[src/rtl/serial_fa_sched.sv]
// Bit-serial adder that time-shares one full-adder cell between two round-robin requesters.
// Optional subtract mode is enabled by defining SERIAL_SUB_EN (adds sub0/sub1 inputs).
module serial_fa_sched #(
    parameter int WIDTH = 8
) (
    input  logic             clk,
    input  logic             rst,
    input  logic             req0,
    input  logic             req1,
    input  logic [WIDTH-1:0] a0,
    input  logic [WIDTH-1:0] b0,
    input  logic [WIDTH-1:0] a1,
    input  logic [WIDTH-1:0] b1,
`ifdef SERIAL_SUB_EN
    input  logic             sub0,
    input  logic             sub1,
`endif
    output logic             ack0,
    output logic             ack1,
    output logic             busy,
    output logic             done,
    output logic             done_id,
    output logic [WIDTH-1:0] result,
    output logic             cout
);

    localparam int CW = (WIDTH > 1) ? $clog2(WIDTH) : 1;

    typedef enum logic [1:0] {IDLE, RUN, DONE} state_t;

    state_t            state;
    state_t            state_nxt;
    logic              accept;
    logic              win;
    logic              ptr;
    logic              owner;
    logic              carry;
    logic              sub_sel;
    logic [WIDTH-1:0]  op_a;
    logic [WIDTH-1:0]  op_b;
    logic [WIDTH-1:0]  acc;
    logic [WIDTH-1:0]  b_load;
    logic [CW-1:0]     cnt;
    logic              fa_s;
    logic              fa_c;

    function automatic logic [1:0] full_add(input logic a, input logic b, input logic c);
        full_add = {(a & b) | (a & c) | (b & c), a ^ b ^ c};
    endfunction

    // The single shared full-adder cell, fed LSB first.
    always_comb begin
        {fa_c, fa_s} = full_add(op_a[0], op_b[0], carry);
    end

    // Next-state, arbitration and operand selection.
    always_comb begin
        state_nxt = state;
        accept    = 1'b0;
        win       = 1'b0;
        case (state)
            IDLE: begin
                if (req0 || req1) begin
                    accept    = 1'b1;
                    state_nxt = RUN;
                    if (req0 && req1) begin
                        win = ptr;
                    end else begin
                        win = req1;
                    end
                end else begin
                    state_nxt = IDLE;
                end
            end
            RUN: begin
                if (cnt == CW'(WIDTH - 1)) begin
                    state_nxt = DONE;
                end else begin
                    state_nxt = RUN;
                end
            end
            DONE:    state_nxt = IDLE;
            default: state_nxt = IDLE;
        endcase
`ifdef SERIAL_SUB_EN
        sub_sel = win ? sub1 : sub0;
`else
        sub_sel = 1'b0;
`endif
        b_load = (win ? b1 : b0) ^ {WIDTH{sub_sel}};
    end

    // Datapath, handshake and result registers.
    always_ff @(posedge clk) begin
        if (rst) begin
            state   <= IDLE;
            ack0    <= 1'b0;
            ack1    <= 1'b0;
            busy    <= 1'b0;
            done    <= 1'b0;
            done_id <= 1'b0;
            result  <= {WIDTH{1'b0}};
            cout    <= 1'b0;
            carry   <= 1'b0;
            ptr     <= 1'b0;
            owner   <= 1'b0;
            op_a    <= {WIDTH{1'b0}};
            op_b    <= {WIDTH{1'b0}};
            acc     <= {WIDTH{1'b0}};
            cnt     <= {CW{1'b0}};
        end else begin
            state <= state_nxt;
            ack0  <= accept & ~win;
            ack1  <= accept & win;
            done  <= 1'b0;
            case (state)
                IDLE: begin
                    if (accept) begin
                        op_a  <= win ? a1 : a0;
                        op_b  <= b_load;
                        carry <= sub_sel;
                        owner <= win;
                        ptr   <= ~win;
                        cnt   <= {CW{1'b0}};
                        busy  <= 1'b1;
                    end
                end
                RUN: begin
                    carry <= fa_c;
                    acc   <= {fa_s, acc[WIDTH-1:1]};
                    op_a  <= {1'b0, op_a[WIDTH-1:1]};
                    op_b  <= {1'b0, op_b[WIDTH-1:1]};
                    cnt   <= cnt + CW'(1);
                end
                DONE: begin
                    done    <= 1'b1;
                    result  <= acc;
                    cout    <= carry;
                    done_id <= owner;
                    busy    <= 1'b0;
                end
                default: begin
                    busy <= 1'b0;
                end
            endcase
        end
    end

endmodule

[config.mk]
export PLATFORM = sky130hd
export DESIGN_NAME = serial_fa_sched
export DESIGN_NICKNAME = d
export VERILOG_FILES = /design/src/rtl/serial_fa_sched.sv
export SDC_FILE = /design/constraint.sdc
export NUM_CORES = 1
export LEC_CHECK = 0
export ABC_AREA = 1
export CELL_PAD_IN_SITES_DETAIL_PLACEMENT = 0
export CELL_PAD_IN_SITES_GLOBAL_PLACEMENT = 2
export CORE_ASPECT_RATIO = 0.75
export CORE_MARGIN = 4
export CORE_UTILIZATION = 29
export CTS_CLUSTER_SIZE = 24
export DETAILED_ROUTE_END_ITERATION = 16
export PLACE_DENSITY_LB_ADDON = 0.1
export REMOVE_ABC_BUFFERS = 1
export SLEW_MARGIN = 20
export SYNTH_ARGS = -nofsm -noshare
export SYNTH_HDL_FRONTEND = slang
export SYNTH_SLANG_ARGS = --single-unit
[constraint.sdc]
create_clock -name clk -period 3.5 [get_ports clk]
set_input_delay 0.875 -clock clk [delete_from_list [all_inputs] [get_ports clk]]
set_output_delay 0.875 -clock clk [all_outputs]
set_load 0.005 [all_outputs]
# After elaboration in Yosys (flattened, before gate mapping)
# Cells that the tools add are included.
dict set report classes {
  add_sub_neg 1
  n_mul 0
  div 0
  order_cmp 0
  eq_ne 4
  shift 0
  mux 21
  n_bitwise 11
  reduce_logical 7
}
# cell count
set op_table {}
lappend op_table {{2-to-1 mux 8 bit} 4}
lappend op_table {{case mux 8 bit (2 select lines)} 2}
lappend op_table {{2-to-1 mux 1 bit} 9}
lappend op_table {{case mux 3 bit (2 select lines)} 1}
lappend op_table {{AND reduction 2 bit} 3}
lappend op_table {{AND 1 bit} 5}
lappend op_table {{case mux 1 bit (2 select lines)} 2}
lappend op_table {{case mux 2 bit (2 select lines)} 1}
lappend op_table {{adder 3 x 1 -> 3 bit, second input constant} 1}
lappend op_table {{== test 3 bit, second input constant} 1}
lappend op_table {{2-to-1 mux 3 bit} 1}
lappend op_table {{== test 2 x 1 -> 1 bit, second input constant} 1}
lappend op_table {{== test 2 bit, second input constant} 1}
lappend op_table {{logical NOT 2 bit} 1}
lappend op_table {{2-to-1 mux 2 bit} 1}
lappend op_table {{!= test 2 bit, second input constant} 1}
lappend op_table {{NOT 1 bit} 2}
lappend op_table {{OR 1 bit} 2}
lappend op_table {{nonzero test 2 bit} 1}
lappend op_table {{XOR 1 bit} 2}
lappend op_table {{logical AND 1 bit} 1}
lappend op_table {{logical OR 1 bit} 1}
dict set report word_totals {
  ff_bits 46
  latchBits 0
  mem_bits_rw 0
  mem_bits_ro 0
  in_bits 36
  mem_count 0
}

# Logic depth before layout (Yosys ltp)
# Gate-level depths: netlist of run 1.
dict set report logic_depth {
  ltp_word 7
  depth_mapped 8
  ltp_nobuf 7
}

# Least setup slack after synthesis of run 1
# OpenSTA, ideal clock, no wires.
dict set report synth_path {
  path_type {input port to flip-flop}
  start {in req0}
  end {reg op_a[4]}
  setup_ns 0.134
  arrival_time_ns 1.567
  path_slack_ns 1.799
  cell_stages 5
  path_buffers 1
  path_cell_list {nand2_1 clkbuf_1 nand4_1 nand3_1 a21oi_1}
}
dict set report synth_via {
  elab_chain_cells 7
}
# element line_no
set synth_rtl {}
lappend synth_rtl {{from (decl)} 8} ;# input logic req0,
lappend synth_rtl {{logical AND 1 bit} 66} ;# if (req0 && req1) begin
lappend synth_rtl {{2-to-1 mux 1 bit} 66}
lappend synth_rtl {{2-to-1 mux 1 bit} 63} ;# if (req0 || req1) begin
lappend synth_rtl {{2-to-1 mux 1 bit} 61} ;# case (state)
lappend synth_rtl {{2-to-1 mux 8 bit} 119} ;# op_a <= win ? a1 : a0;
lappend synth_rtl {{2-to-1 mux 8 bit} 118} ;# if (accept) begin
lappend synth_rtl {{case mux 8 bit (2 select lines)} 116} ;# case (state)
lappend synth_rtl {{to (signal assigned)} 107} ;# op_a <= {WIDTH{1'b0}};
lappend synth_rtl {{to (signal assigned)} 119}
lappend synth_rtl {{to (signal assigned)} 131} ;# op_a <= {1'b0, op_a[WIDTH-1:1]};
lappend synth_rtl {{to (decl)} 39} ;# logic [WIDTH-1:0] op_a;
# Several ways; a longest one is shown, not always the timed one. The select of a mux whose other input is x is not followed.
# A chain may end at the register's enable or synchronous reset.

# Worst setup path after layout of run 1
dict set report layout_path {
  start {in req1}
  end {reg op_a[6]}
}
dict set report layout_via {
  elab_chain_cells 7
}
# element line_no
set layout_rtl {}
lappend layout_rtl {{from (decl)} 9} ;# input logic req1,
lappend layout_rtl {{logical AND 1 bit} 66}
lappend layout_rtl {{2-to-1 mux 1 bit} 66}
lappend layout_rtl {{2-to-1 mux 1 bit} 63}
lappend layout_rtl {{2-to-1 mux 1 bit} 61}
lappend layout_rtl {{2-to-1 mux 8 bit} 119}
lappend layout_rtl {{2-to-1 mux 8 bit} 118}
lappend layout_rtl {{case mux 8 bit (2 select lines)} 116}
# Several ways; a longest one is shown, not always the timed one. The select of a mux whose other input is x is not followed.

==> results of run 1 <==
logic make-up (layout without fill, tap and decap cells):
family	count (synthesis)	in the layout	synth area share
AOI/OAI and AO/OA	63	63	0.168
and+or+nand+nor	116	116	0.249
adders and majority gates	3	3	0.0213
DFF	46	46	0.435
buffers and inverters	62	104	0.126
worst max-delay path: stages:
cell             delay, ns
clkdlybuf4s50_1       0.44
nor2_1                0.14
nand2_1               0.06
nand2_1               0.57
inv_1                 0.18
o21ai_0               0.22
a21oi_1               0.06
report_power, final:
| part | leakage, nW | internal (mW) | switching (mW) | total (mW) |
|---|---|---|---|---|
| logic | 0.789 | 0.0753 | 0.0837 | 0.159 |
| registers | 0.377 | 0.551 | 0.0161 | 0.567 |
| clock network | 0.0573 | 0.229 | 0.180 | 0.409 |
| total | 1.22 | 0.855 | 0.280 | 1.14 |
worst min-delay path by stage:
stage                         end     from  cells after the start  slack [ns]
after floorplan             owner    owner                      2        0.43
after global placement     cnt[2]   cnt[2]                      2        0.45
after detailed placement    carry    carry                      2        0.46
after CTS                   carry    carry                      2        0.47
after global routing      op_b[7]  op_b[7]                      2        0.49
final                     op_b[7]  op_b[7]                      2        0.47
synthesized netlist by cell type (2+ instances only):
| library cell | number | area (sq um) |
|---|---|---|
| inv_2 | 2 | 7.51 |
| ha_1 | 2 | 25.0 |
| nor2_1 | 37 | 139 |
| o21ai_0 | 20 | 100 |
| dfxtp_1 | 46 | 921 |
| nand2_1 | 47 | 176 |
| nand4_1 | 11 | 68.8 |
| a211oi_1 | 2 | 15.0 |
| buf_4 | 4 | 30.0 |
| nand3_1 | 13 | 65.1 |
| inv_1 | 42 | 158 |
| a21boi_0 | 2 | 15.0 |
| buf_2 | 3 | 15.0 |
| a21boi_1 | 10 | 75.1 |
| clkbuf_1 | 7 | 26.3 |
| nand3b_1 | 2 | 15.0 |
| a21oi_1 | 27 | 135 |
| nor2_4 | 2 | 22.5 |
| buf_6 | 2 | 22.5 |
metal layers:
metal  wire, microns  part of all wire
met5               0                 0
met4              38            0.0070
met2            2270              0.42
met1            2830              0.52
met3             267             0.049
final cells by class:
type | instances | area (sq um) | area share
multi-input cells | 182 | 928 | 0.336
flip-flops and latches | 46 | 921 | 0.333
repair buffers | 52 | 513 | 0.185
inverters | 45 | 169 | 0.0611
well taps | 98 | 123 | 0.0443
clock buffers | 6 | 82.6 | 0.0299
clock inverters | 1 | 30.0 | 0.0109
through the flow:
stage	total power, mW	instances	utilization
after floorplan	0.659	273	-
after global placement	0.742	423	0.381
after detailed placement	0.741	423	0.381
after CTS	1.15	430	0.397
after global routing	1.20	430	0.397
final	1.14	430	0.397
sequential cells by signal (all words and copies together), names as in the netlist:
name	count
cout	1
busy	1
state	2
result	8
acc	8
ack0	1
done_id	1
carry	1
op_b	8
ptr	1
owner	1
done	1
ack1	1
cnt	3
op_a	8
==> flow_summary.yaml, run 1 <==
routing:
  wl_microns: 5410
  drtIter0Drc: 82
  wl_per_cell_microns: 12.6
  num_vias: 1906
  antenna_left: 0
  vias_per_cell: 4.43
  first_pass_iters: 4
  post-route-drc-count: 0
cts:
  post-cts-setup-buffers: 0
  clk-insertion-delay-late_ns: 0.29
  cts_resized: 0
  cts_tree: "built"
  clockBufferDepth: 2
  cts_htree_levels: 2
  holdBufCountCts: 0
  clock-sinks: 46
  cts_root_buffer: "clkbuf_8"
  clk_pin_slew_ns: 0.09
  numCtsBuffers: 5
global_routing:
  grt_max_degree: 28
  grt_use_total: 0.132
  grt_pass1_vias: 1860
  antenna_found_initial: 0
  grt_pass1_wl_microns: 9140
  grt-ovfl-total: 0
  met1_usage: 0.187
  busiest_layer: "met2"
  grt_use_met3: 0.0330
  grt_util_met2: 0.201
sta:
  setup_violations: 0
  fin_skew_ns: 0.00786
  setup_ws_ns: 1.15
  tns_ns: 0
  fin_crit_sh: 0.672
  min_period_ns: 2.35
  relSlewSlack: 0.482
  timing.hold.ws_ns: 0.467
  rsz0062_at_grt: "false"
  slew_viol_final: 0
  max_clock_freq_mhz: 425
  hold_viol: 0
  tightest_slew_ns: 0.775
cells_and_area:
  final_common_cell: "clkdlybuf4s50_1"
  antenna_cells: 0
  design_area_sq_um: 2770
  nFillCells: 776
  nets: 371
  area_growth_pct: 30.7
  layout_common_cells: "clkdlybuf4s50_1, nand2_1, dfxtp_1"
  drive_above_1_share: 0.0512
die:
  ios: 50
  die_height_microns: 82.0
  core_area_sq_um: 6960
  initial_core_util: 0.304
  dieArea_sq_um: 8750
  die_x_microns: 107
  num_rows: 26
place:
  dp_hpwl_microns: 3740
  gp_congestion: 0.714
  place_ws_ns: 0.802
  placed_cell_area_sq_um: 2650
  portBuffers: 49
setup_path:
  r2r-end: "carry"
  critical_path_class: "in2reg"
  startpoint: "req1"
  crit_required_ns: 3.69
  cp.arrival_ns: 2.54
  critPathMaxFanout: 21
  cp-endpoint: "op_a[6]"
  critPathLaunchType: "input pin"
  worst_setup_path_end_kind: "flop"
  rrSetupSlack_ns: 1.63
  r2r_start: "state[0]"
  r2r_cells: 5
hold_path:
  hp-class: "reg2reg"
synth:
  yosysSeqAreaShare: 0.435
  syn_area_sq_um: 2120
  ys.warnings.count: 0
  syn_area_per_cell_sq_um: 7.30
  synth_ff_type: "dfxtp_1"
  synthDistinctLibCells: 28
  synth_edf_count: 0
  synthArstFlopShare: 0
  synthCells: 290
  synth-seq-cells: 46
pwr:
  ir_worst_vdd_v: 0.000233
  p_per_area_nw_per_um2: 410
  power_leakage_nw: 1.22
outcome:
  status: "finished clean"
flow_run:
  drv_cap: 0
Power figures use the tool's default switching activity.
==> run 2, diff against run 1 <==
Settings changed: CORE_UTILIZATION 29 to 24.
Clock period 3.5 ns to 2 ns, I/O delays scaled along.
==> run 2 against run 1 <==
Count of clock-buffer cells in the layout down 1; global-route usage shrank 1.5 points; core utilization fell by 5.3 points; flip-flop and latch count unchanged; cell area rose by 6.0%; total power increased by 88%; highest routed layer unchanged.
==> flow_summary.yaml, run 2 (same netlist as run 1, synthesis figures left out) <==
cts:
  cts_root_buffer: "clkbuf_16"
  numCtsBuffers: 5
  clock-sinks: 46
  holdBufCountCts: 0
  clk_pin_slew_ns: 0.07
  cts_htree_levels: 2
  post-cts-setup-buffers: 0
  cts_tree: "built"
  clockBufferDepth: 2
  cts_resized: 0
  clk-insertion-delay-late_ns: 0.29
die:
  initial_core_util: 0.248
  die_height_microns: 89.3
  die_x_microns: 116
  ios: 50
  num_rows: 29
  core_area_sq_um: 8530
  dieArea_sq_um: 10400
sta:
  tns_ns: 0
  fin_crit_sh: 0.818
  timing.hold.ws_ns: 0.465
  tightest_slew_ns: 0.415
  fin_skew_ns: 0.00629
  setup_violations: 0
  min_period_ns: 1.64
  rsz0062_at_grt: "false"
  relSlewSlack: 0.723
  hold_viol: 0
  slew_viol_final: 0
  max_clock_freq_mhz: 611
routing:
  wl_per_cell_microns: 12.6
  first_pass_iters: 4
  drtIter0Drc: 67
  vias_per_cell: 4.29
  post-route-drc-count: 0
  wl_microns: 5720
  antenna_left: 0
  num_vias: 1938
pwr:
  p_per_area_nw_per_um2: 730
  ir_worst_vdd_v: 0.000358
  power_leakage_nw: 1.30
  power_mw: 2.14
hold_path:
  min_from: "cnt[2]"
  hp-class: "reg2reg"
setup_path:
  critical_path_class: "reg2out"
  worst_setup_path_end_kind: "output pin"
  startpoint: "busy"
  crit_chain: "clkdlybuf4s50_1"
  crit_path_max_incr_delay_ns: 0.50
  cp.arrival_ns: 1.14
  crit_required_ns: 1.50
  critPathMaxFanout: 2
  cp_top_family: "buffers and inverters"
  crit_path_top_delay_cell: "clkdlybuf4s50_1"
  rrSetupSlack_ns: 0.54
  critPathLaunchType: "flop"
  r2r_start: "state[1]"
  path_buf_inv: 1
place:
  portBuffers: 49
  dp.cells: 444
  dp_hpwl_microns: 4110
  gp_congestion: 0.707
  placed_cell_area_sq_um: 2790
flow_run:
  drv_cap: 0
cells_and_area:
  final_common_cell: "clkdlybuf4s50_1"
  area_growth_pct: 38.5
  nets: 382
  antenna_cells: 0
  design_area_sq_um: 2930
  final_cells: 452
  layout_common_cells: "clkdlybuf4s50_1, nand2_1, dfxtp_1"
  drive_above_1_share: 0.0843
outcome:
  status: "finished clean"
global_routing:
  grt_pass1_vias: 1903
  grt_max_degree: 25
  grt_pass1_wl_microns: 9460
  grt_use_total: 0.117
  grt-ovfl-total: 0
  antenna_found_initial: 0
run 2: cell types whose count changed in the layout (fill, tap and decap cells not counted):
cell	change
bufinv_16	-1
buf_4	+8
buf_12	+3
clkbuf_16	+5
clkinv_2	+1
clkbuf_8	-6
clkinv_4	+1
clkinvlp_4	+1
run 2: layout make-up:
class / count / area, sq um
timing repair buffer: 63 / 633
fill: 915 / 5590
sequential: 46 / 921
clock inverter: 3 / 21.3
inverter: 45 / 169
multi-input combinational: 182 / 928
clock buffer: 5 / 125
tap: 108 / 135
run 2: report_power, final:
group          internal [mW]  total (mW)  switching [mW]  leakage, nW
logic                  0.158       0.313           0.156        0.857
registers              0.965       0.994          0.0287        0.377
clock network          0.463       0.832           0.369       0.0698
total                   1.59        2.14           0.553         1.30
run 2: metal layers:
layer,vias to the layer above,track usage,part of all wire
met1,873,0.174,0.56
met5,-,0,0
met3,4,0.0284,0.042
met4,0,0.0348,0.0077
met2,31,0.166,0.39
li1,1030,-,-
run 2: through the flow:
| step | utilization | setup slack (ns) |
|---|---|---|
| 2_1_floorplan | - | 0.555 |
| 3_3_place_gp | 0.327 | 0.0985 |
| 3_5_place_dp | 0.327 | 0.115 |
| 4_1_cts | 0.344 | 0.335 |
| 5_1_grt | 0.344 | 0.312 |
| 6_report | 0.344 | 0.363 |
run 2: worst paths after layout:
path,depth (start not counted),end
setup reg to reg,6,op_b[0]
setup / recovery,1,busy
hold / removal,2,cnt[2]
hold reg to reg,2,cnt[2]
run 2: worst reg2reg max path, delay by kind of cell, from the launching register on:
| kind | cells | cell delay (ns) |
|---|---|---|
| AND/OR/NAND/NOR | 3 | 0.64 |
| flip-flops | 1 | 0.37 |
| buffers and inverters | 2 | 0.26 |
| AO/OA/AOI/OAI | 1 | 0.12 |
